--- src/rtl/model_nexys_pruned_5_hls4ml_prj_5_mul_share_arb_pkg.sv ---
// Shared constants and types for the multiplier-sharing scheduler:
// operand/product widths, multiplier latency, ID sizing and the shadow-stage record.
package model_nexys_pruned_5_hls4ml_prj_5_mul_share_arb_pkg;

  localparam int A_W       = 14;
  localparam int B_W       = 13;
  localparam int P_W       = 23;
  localparam int MUL_LAT   = 2;
  localparam int N_REQ_MAX = 8;
  localparam int STAT_W    = 16;

  function automatic int id_width(input int n);
    return (n <= 2) ? 1 : $clog2(n);
  endfunction

  localparam int ID_W_MAX = id_width(N_REQ_MAX);

  // One entry per multiplier stage; id is sized for the largest legal N_REQ.
  typedef struct packed {
    logic                valid;
    logic [ID_W_MAX-1:0] id;
  } shadow_t;

endpackage

--- src/rtl/model_nexys_pruned_5_hls4ml_prj_5_mul_share_arb_if.sv ---
// Bundle of the requester, multiplier and response signals of the scheduler.
// slave = scheduler side, master = requesters / multiplier / downstream side.
interface model_nexys_pruned_5_hls4ml_prj_5_mul_share_arb_if #(
  parameter int N_REQ = 4
);
  import model_nexys_pruned_5_hls4ml_prj_5_mul_share_arb_pkg::*;

  localparam int ID_W = id_width(N_REQ);

  // Handshakes: a transfer happens on a rising clk edge where valid && ready.
  // A producer holds valid and its payload unchanged until that edge; the
  // response channel therefore keeps rsp_* stable while rsp_valid && !rsp_ready.
  logic [N_REQ-1:0]     req_valid;
  logic [N_REQ-1:0]     req_ready;
  logic [N_REQ*A_W-1:0] req_a;
  logic [N_REQ*B_W-1:0] req_b;

  logic                 mul_ce;
  logic [A_W-1:0]       mul_din0;
  logic [B_W-1:0]       mul_din1;
  logic [P_W-1:0]       mul_dout;

  logic                 rsp_valid;
  logic                 rsp_ready;
  logic [ID_W-1:0]      rsp_id;
  logic [P_W-1:0]       rsp_p;

  modport slave (
    input  req_valid, req_a, req_b, mul_dout, rsp_ready,
    output req_ready, mul_ce, mul_din0, mul_din1, rsp_valid, rsp_id, rsp_p
  );

  modport master (
    output req_valid, req_a, req_b, mul_dout, rsp_ready,
    input  req_ready, mul_ce, mul_din0, mul_din1, rsp_valid, rsp_id, rsp_p
  );

endinterface

--- src/rtl/model_nexys_pruned_5_hls4ml_prj_5_mul_share_arb_rr_pick.sv ---
// Combinational rotate-priority picker: first set bit of req_i searching
// upward from ptr_i and wrapping; returns one-hot grant, its index and any.
module model_nexys_pruned_5_hls4ml_prj_5_mul_share_rr_pick
  import model_nexys_pruned_5_hls4ml_prj_5_mul_share_arb_pkg::*;
#(
  parameter int N_REQ = 4,
  parameter int ID_W  = id_width(N_REQ)
) (
  input  logic [N_REQ-1:0] req_i,
  input  logic [ID_W-1:0]  ptr_i,
  output logic [N_REQ-1:0] grant_o,
  output logic [ID_W-1:0]  idx_o,
  output logic             any_o
);

  localparam int PW = ID_W + 1;

  logic [PW-1:0] pos;

  // pos carries one spare bit so ptr + k can be wrapped without overflow.
  always_comb begin
    grant_o = '0;
    idx_o   = '0;
    any_o   = 1'b0;
    pos     = '0;
    for (int k = 0; k < N_REQ; k++) begin
      pos = {1'b0, ptr_i} + PW'(k);
      if (pos >= PW'(N_REQ)) begin
        pos = pos - PW'(N_REQ);
      end
      if (!any_o && req_i[pos[ID_W-1:0]]) begin
        grant_o[pos[ID_W-1:0]] = 1'b1;
        idx_o                  = pos[ID_W-1:0];
        any_o                  = 1'b1;
      end
    end
  end

endmodule

--- src/rtl/model_nexys_pruned_5_hls4ml_prj_5_mul_share_arb.sv ---
// Round-robin time-sharing of one pipelined multiplier among N_REQ requesters.
// Define MUL_SHARE_STATS_EN to add the stat_issue / stat_stall counter outputs.
module model_nexys_pruned_5_hls4ml_prj_5_mul_share_arb
  import model_nexys_pruned_5_hls4ml_prj_5_mul_share_arb_pkg::*;
#(
  parameter int N_REQ = 4
) (
  input  logic clk,
  input  logic reset,
  model_nexys_pruned_5_hls4ml_prj_5_mul_share_arb_if.slave bus
`ifdef MUL_SHARE_STATS_EN
  ,
  output logic [N_REQ*STAT_W-1:0] stat_issue,
  output logic [STAT_W-1:0]       stat_stall
`endif
);

  localparam int ID_W = id_width(N_REQ);

  logic [ID_W-1:0]  rr_ptr_q, rr_ptr_d;
  shadow_t          shadow_q [MUL_LAT];
  shadow_t          stage0_d;

  logic             mul_ce;
  logic             grant_en;
  logic             grant_vld;
  logic [N_REQ-1:0] grant;
  logic [N_REQ-1:0] pick_grant;
  logic [ID_W-1:0]  pick_idx;
  logic             pick_any;
  logic [A_W-1:0]   din0;
  logic [B_W-1:0]   din1;
  logic             unused_shadow_id;

  // A held response freezes the multiplier, the shadow pipeline and arbitration.
  assign mul_ce    = !(shadow_q[MUL_LAT-1].valid && !bus.rsp_ready);
  assign grant_en  = mul_ce && reset;

  model_nexys_pruned_5_hls4ml_prj_5_mul_share_rr_pick #(
    .N_REQ (N_REQ),
    .ID_W  (ID_W)
  ) u_rr_pick (
    .req_i   (bus.req_valid),
    .ptr_i   (rr_ptr_q),
    .grant_o (pick_grant),
    .idx_o   (pick_idx),
    .any_o   (pick_any)
  );

  assign grant     = grant_en ? pick_grant : '0;
  assign grant_vld = grant_en && pick_any;

  always_comb begin
    din0 = '0;
    din1 = '0;
    for (int i = 0; i < N_REQ; i++) begin
      if (grant[i]) begin
        din0 = bus.req_a[i*A_W +: A_W];
        din1 = bus.req_b[i*B_W +: B_W];
      end
    end
  end

  always_comb begin
    stage0_d       = '0;
    stage0_d.valid = grant_vld;
    if (grant_vld) begin
      stage0_d.id = ID_W_MAX'(pick_idx);
    end
  end

  always_comb begin
    rr_ptr_d = rr_ptr_q;
    if (grant_vld) begin
      rr_ptr_d = (pick_idx == ID_W'(N_REQ - 1)) ? '0 : pick_idx + ID_W'(1);
    end
  end

  always_ff @(posedge clk or negedge reset) begin
    if (!reset) begin
      rr_ptr_q <= '0;
      for (int i = 0; i < MUL_LAT; i++) begin
        shadow_q[i] <= '0;
      end
    end else if (mul_ce) begin
      rr_ptr_q    <= rr_ptr_d;
      shadow_q[0] <= stage0_d;
      for (int i = 1; i < MUL_LAT; i++) begin
        shadow_q[i] <= shadow_q[i-1];
      end
    end
  end

  assign bus.req_ready = grant;
  assign bus.mul_ce    = mul_ce;
  assign bus.mul_din0  = din0;
  assign bus.mul_din1  = din1;
  assign bus.rsp_valid = shadow_q[MUL_LAT-1].valid;
  assign bus.rsp_id    = shadow_q[MUL_LAT-1].id[ID_W-1:0];
  assign bus.rsp_p     = bus.mul_dout;

  // Upper id bits of the record are spare when N_REQ is below the maximum.
  assign unused_shadow_id = ^shadow_q[MUL_LAT-1].id;

`ifdef MUL_SHARE_STATS_EN
  logic [STAT_W-1:0] issue_cnt_q [N_REQ];
  logic [STAT_W-1:0] stall_cnt_q;

  always_ff @(posedge clk or negedge reset) begin
    if (!reset) begin
      for (int i = 0; i < N_REQ; i++) begin
        issue_cnt_q[i] <= '0;
      end
      stall_cnt_q <= '0;
    end else begin
      for (int i = 0; i < N_REQ; i++) begin
        if (grant[i] && bus.req_valid[i] && (issue_cnt_q[i] != '1)) begin
          issue_cnt_q[i] <= issue_cnt_q[i] + STAT_W'(1);
        end
      end
      if (!mul_ce && (stall_cnt_q != '1)) begin
        stall_cnt_q <= stall_cnt_q + STAT_W'(1);
      end
    end
  end

  always_comb begin
    stat_issue = '0;
    for (int i = 0; i < N_REQ; i++) begin
      stat_issue[i*STAT_W +: STAT_W] = issue_cnt_q[i];
    end
  end

  assign stat_stall = stall_cnt_q;
`endif

endmodule

--- src/flat_wrapper.sv ---
// flat-port wrapper written by rule: the top's interface ports become plain ports
module model_nexys_pruned_5_hls4ml_prj_5_mul_share_arb_flat import model_nexys_pruned_5_hls4ml_prj_5_mul_share_arb_pkg::*;
#(
  parameter int N_REQ = 4
)
  (clk, reset, bus_req_valid, bus_req_a, bus_req_b, bus_mul_dout, bus_rsp_ready, bus_req_ready, bus_mul_ce, bus_mul_din0, bus_mul_din1, bus_rsp_valid, bus_rsp_id, bus_rsp_p);
  model_nexys_pruned_5_hls4ml_prj_5_mul_share_arb_if #(.N_REQ(N_REQ)) bus_i ();
  input  logic clk;
  input  logic reset;
  input wire logic [$bits(bus_i.req_valid)-1:0] bus_req_valid;
  input wire logic [$bits(bus_i.req_a)-1:0] bus_req_a;
  input wire logic [$bits(bus_i.req_b)-1:0] bus_req_b;
  input wire logic [$bits(bus_i.mul_dout)-1:0] bus_mul_dout;
  input wire logic [$bits(bus_i.rsp_ready)-1:0] bus_rsp_ready;
  output wire logic [$bits(bus_i.req_ready)-1:0] bus_req_ready;
  output wire logic [$bits(bus_i.mul_ce)-1:0] bus_mul_ce;
  output wire logic [$bits(bus_i.mul_din0)-1:0] bus_mul_din0;
  output wire logic [$bits(bus_i.mul_din1)-1:0] bus_mul_din1;
  output wire logic [$bits(bus_i.rsp_valid)-1:0] bus_rsp_valid;
  output wire logic [$bits(bus_i.rsp_id)-1:0] bus_rsp_id;
  output wire logic [$bits(bus_i.rsp_p)-1:0] bus_rsp_p;
  assign bus_i.req_valid = bus_req_valid;
  assign bus_i.req_a = bus_req_a;
  assign bus_i.req_b = bus_req_b;
  assign bus_i.mul_dout = bus_mul_dout;
  assign bus_i.rsp_ready = bus_rsp_ready;
  assign bus_req_ready = bus_i.req_ready;
  assign bus_mul_ce = bus_i.mul_ce;
  assign bus_mul_din0 = bus_i.mul_din0;
  assign bus_mul_din1 = bus_i.mul_din1;
  assign bus_rsp_valid = bus_i.rsp_valid;
  assign bus_rsp_id = bus_i.rsp_id;
  assign bus_rsp_p = bus_i.rsp_p;
  model_nexys_pruned_5_hls4ml_prj_5_mul_share_arb #(.N_REQ(N_REQ)) u_core (.clk(clk), .reset(reset), .bus(bus_i));
endmodule
--- config.mk ---
export PLATFORM = sky130hd
export DESIGN_NAME = model_nexys_pruned_5_hls4ml_prj_5_mul_share_arb_flat
export DESIGN_NICKNAME = d
export VERILOG_FILES = /design/src/rtl/model_nexys_pruned_5_hls4ml_prj_5_mul_share_arb_pkg.sv /design/src/rtl/model_nexys_pruned_5_hls4ml_prj_5_mul_share_arb_if.sv /design/src/rtl/model_nexys_pruned_5_hls4ml_prj_5_mul_share_arb_rr_pick.sv /design/src/rtl/model_nexys_pruned_5_hls4ml_prj_5_mul_share_arb.sv /design/src/flat_wrapper.sv
export SDC_FILE = /design/constraint.sdc
export NUM_CORES = 1
export LEC_CHECK = 0
export ABC_AREA = 1
export BUFFER_PORTS_ARGS = -buffer_cell sky130_fd_sc_hd__buf_4
export CORE_MARGIN = 5
export CORE_UTILIZATION = 42
export DETAILED_ROUTE_END_ITERATION = 8
export PLACE_DENSITY = 0.89
export SYNTH_ARGS = -nofsm -noshare
export SYNTH_HDL_FRONTEND = slang
export SYNTH_SLANG_ARGS = --single-unit
--- constraint.sdc ---
create_clock -name clk -period 2.8 [get_ports clk]
set_input_delay 0.14 -clock clk [delete_from_list [all_inputs] [get_ports clk]]
set_output_delay 0.14 -clock clk [all_outputs]
set_load 0.05 [all_outputs]
==> summary.txt <==
Outcome
  – Status: complete, no violations

Yosys
  – Cell taking the most area after synthesis: nand2_1
  – EDFF count, synth: 0
  – Netlist cell types: 33
  – Most used flip-flop cell after synthesis: dfrtp_1
  – Post-Syn Area: ~2600 um2
  – Ys async rst share: 100.0%
  – Post-synth top cells: nand2_1, nand3_1, inv_1, buf_4, nor2_1
  – Area contributors post-synth: nand2_1, nand3_1, buf_4, dfrtp_1, inv_1
  – Warning count from the yosys run: 0
  – Yosys top cell area share: a little under a fifth
  – Syn_nets: between 600 and 700
  – Count leader, synth: nand2_1
  – Cells after synthesis: 467
  – Seq/Total Area, Yosys: slightly below 8%
  – Syn Area/Cell: 5.562 um2
  – #FFs+latches synth: 8

Timing
  – # setup viols final: 0
  – Slew headroom: 70.48%
  – Tcrit/Tclk final: 95.86%
  – Final Skew: 0.004772 ns
  – Hold slack: between 0.2 and 0.3 ns
  – Final min period: 2.684 ns
  – Slew Viols, Final: 0
  – Max Fclk: 372.6 MHz
  – Post-route setup slack: 0.1158 ns
  – Final hold vios: 0
  – Worst-Margin Slew: 0.4411 ns

Min path
  – Hold Path Class: primary input to asynchronous set/reset pin

Worst setup path
  – Setup crit end kind: output port
  – Worst path most repeated cell: nand2_1
  – Worst EP arrival: between 2 and 3 ns
  – Critical path's slowest cell: dfrtp_1
  – Crit path kind: register to output port
  – Reg-to-reg critical path endpoint: u_core.rr_ptr_q[1]
  – Slowest stage delay, CP: between 0.3 and 0.4 ns
  – R2R Setup Slk: 0.45 ns
  – Crit-path cells: inv_2, ha_4, inv_1, nand3_1, nand2_1, nor2_4, a21oi_2, nand3_4, buf_12, nand2_8, nand2_1, o21ai_2, nand2_1, buf_4
  – Reg2reg path depth: 14
  – Worst EP required: ~2.7 ns
  – Crit path max fanout: 14
  – Startpoint Class: register

Die
  – Die Height: 88.64 um
  – Initial Utilization: 43.61%
  – Die Area: 7857 um2
  – # IOs: 196
  – Width of the die: 88.64 um
  – Core Rows: 28
  – Core outline area: 5956 um2

Route
  – Iter 0 DRT Violations: 192
  – DRC viols: 0
  – Number of vias per cell: about 5
  – DR WL/cell: 14.65 um
  – Pre-antenna DRT Iters: 4
  – Via count: 3449
  – DRT Wirelength: a little under 10 mm
  – Post-route ant nets: 0

Global routing
  – Gr usage total: 21.94%
  – Largest net degree at the start of global routing: 36
  – First-pass GRT wire length: approximately 14 mm
  – Gr ovfl total: 0
  – Initial antenna violation count: 0
  – Vias in the first global route: 3109

Place
  – # port buffers: ~150
  – DP Wirelength: 7.134 mm
  – Final GP Congestion: 0.8872
  – Pre-CTS setup slack: between 0.1 and 0.15 ns
  – Placed cells: 653

Finish
  – Post-Route Utilization: between 60% and 70%
  – Fin cells: about 680
  – Post-synthesis to final-layout area growth: 50.00%
  – Share of cells above drive strength 1: 42.67%
  – ANT cells: 0
  – Nets: 747

Clock network
  – CTS buffer count: 3
  – CTS tree: yes
  – Max Root-Sink Buffers: 2
  – Root Buffer: clkbuf_8
  – Later-pin clock latency in the skew report: 0.23 ns
  – CTS H-tree lvls: 1
  – Clk sinks: 8
  – Clk pin slew, worst setup/hold paths: 0.04 ns

Pwr
  – Tot Pwr: 5711 uW
  – Leakage: about 0.0024 uW
  – Pwr dens: 1466 nW/um2
  – Clock power frac: under 10%
  – Switch share: between 60 and 70%
  – Cell Int Power: 1998 uW
  – Peak supply drop: around 0.9 mV
  – Comb pwr share: 94.2%
  – Register share of total power: about 3.4%
  – P_sw: between 3000 and 4000 uW

Flow run
  – Max-cap violations: 0
## cell families (layout without fill, tap and decap cells)
group	Yosys count	in the layout	synth area share, %
XOR/XNOR	1	1	0.3372
adder cells (fa/ha/maj)	7	7	3.372
buffers and inverters	126	254	24.28
AND/OR/NAND/NOR	282	287	52.55
flip-flops	8	8	7.707
AO/OA/AOI/OAI	43	43	11.75
## power groups by stage
stage | sequential, uW | combinational [uW] | clock, uW
floorplan | 232 | 3670 | 0
global placement | 195 | 4650 | 0
detailed placement | 196 | 4720 | 0
CTS | 195 | 4880 | 140
global route | 200 | 5750 | 142
finish | 194 | 5380 | 135
## metrics by stage
| stage | area (um2) | setup TNS [ns] |
|---|---|---|
| finish | 3896 | 0 |
| global route | 3896 | -0.2789 |
| CTS | 3680 | -0.003366 |
| detailed placement | 3555 | 0 |
| global placement | 3555 | 0 |
| floorplan | 2597 | 0 |
## metal layers
metal	routed length, um	track usage (%)	vias up
li1	-	-	1716
met1	3972	27.50	1544
met2	4947	39.07	159
met3	706	2.048	30
met4	260	7.280	0
met5	0	0	-
## placed cells by master (no fill, tap or decap), types with 2 or more instances in the layout
cell type,Yosys,layout
nand2_2,7,7
o22ai_1,2,2
o21ai_1,1,2
nand2_8,0,5
nand3_1,92,91
o21ai_2,20,20
a21oi_2,1,2
inv_2,23,23
nor2_1,31,31
nand3_2,4,4
nand4_1,2,2
o21ai_0,12,11
clkbuf_8,0,3
nand2_4,5,4
buf_12,0,2
buf_4,34,169
dfrtp_1,8,8
nand2_1,132,131
nor2_4,3,4
nand3_4,3,5
inv_1,53,53
ha_1,7,6
## worst max path at each step
stage	start	to	slack, ns	cells past startpoint
after floorplan	register	bus_mul_din0[12]	0.27	16
after global placement	register	bus_mul_din0[0]	0.22	13
after detailed placement	register	bus_mul_din0[0]	0.14	13
after CTS	register	bus_mul_din0[0]	-0.003	13
after global routing	register	bus_mul_din0[11]	-0.04	15
final	u_core.rr_ptr_q[1]	bus_mul_din1[1]	0.12	14
## final cells by class
type                    instances  area, um2
flip-flops and latches          8      200.2
repair buffers                173       1330
multi-input cells             338       1921
well taps                      75      93.84
clock buffers                   3      41.29
inverters                      78      310.3
fillers                       536       2059
## critical path, delay by kind of cell, from the launching register on
kind / cells / cell delay, ns
buf+inv: 4 / 0.62
compound gates: 2 / 0.30
simple gates: 7 / 0.75
flops: 1 / 0.38
fa+ha+maj: 1 / 0.24
## timing repair
item,4_1_cts,5_1_grt
pin swaps,2,7
setup endpoints to repair,27,28
buffers inserted,3,10
cloned,1,4
hold buffers,1,0
hold endpoints to repair,8,0
resized for setup,8,15
Power figures use the tool's default switching activity.
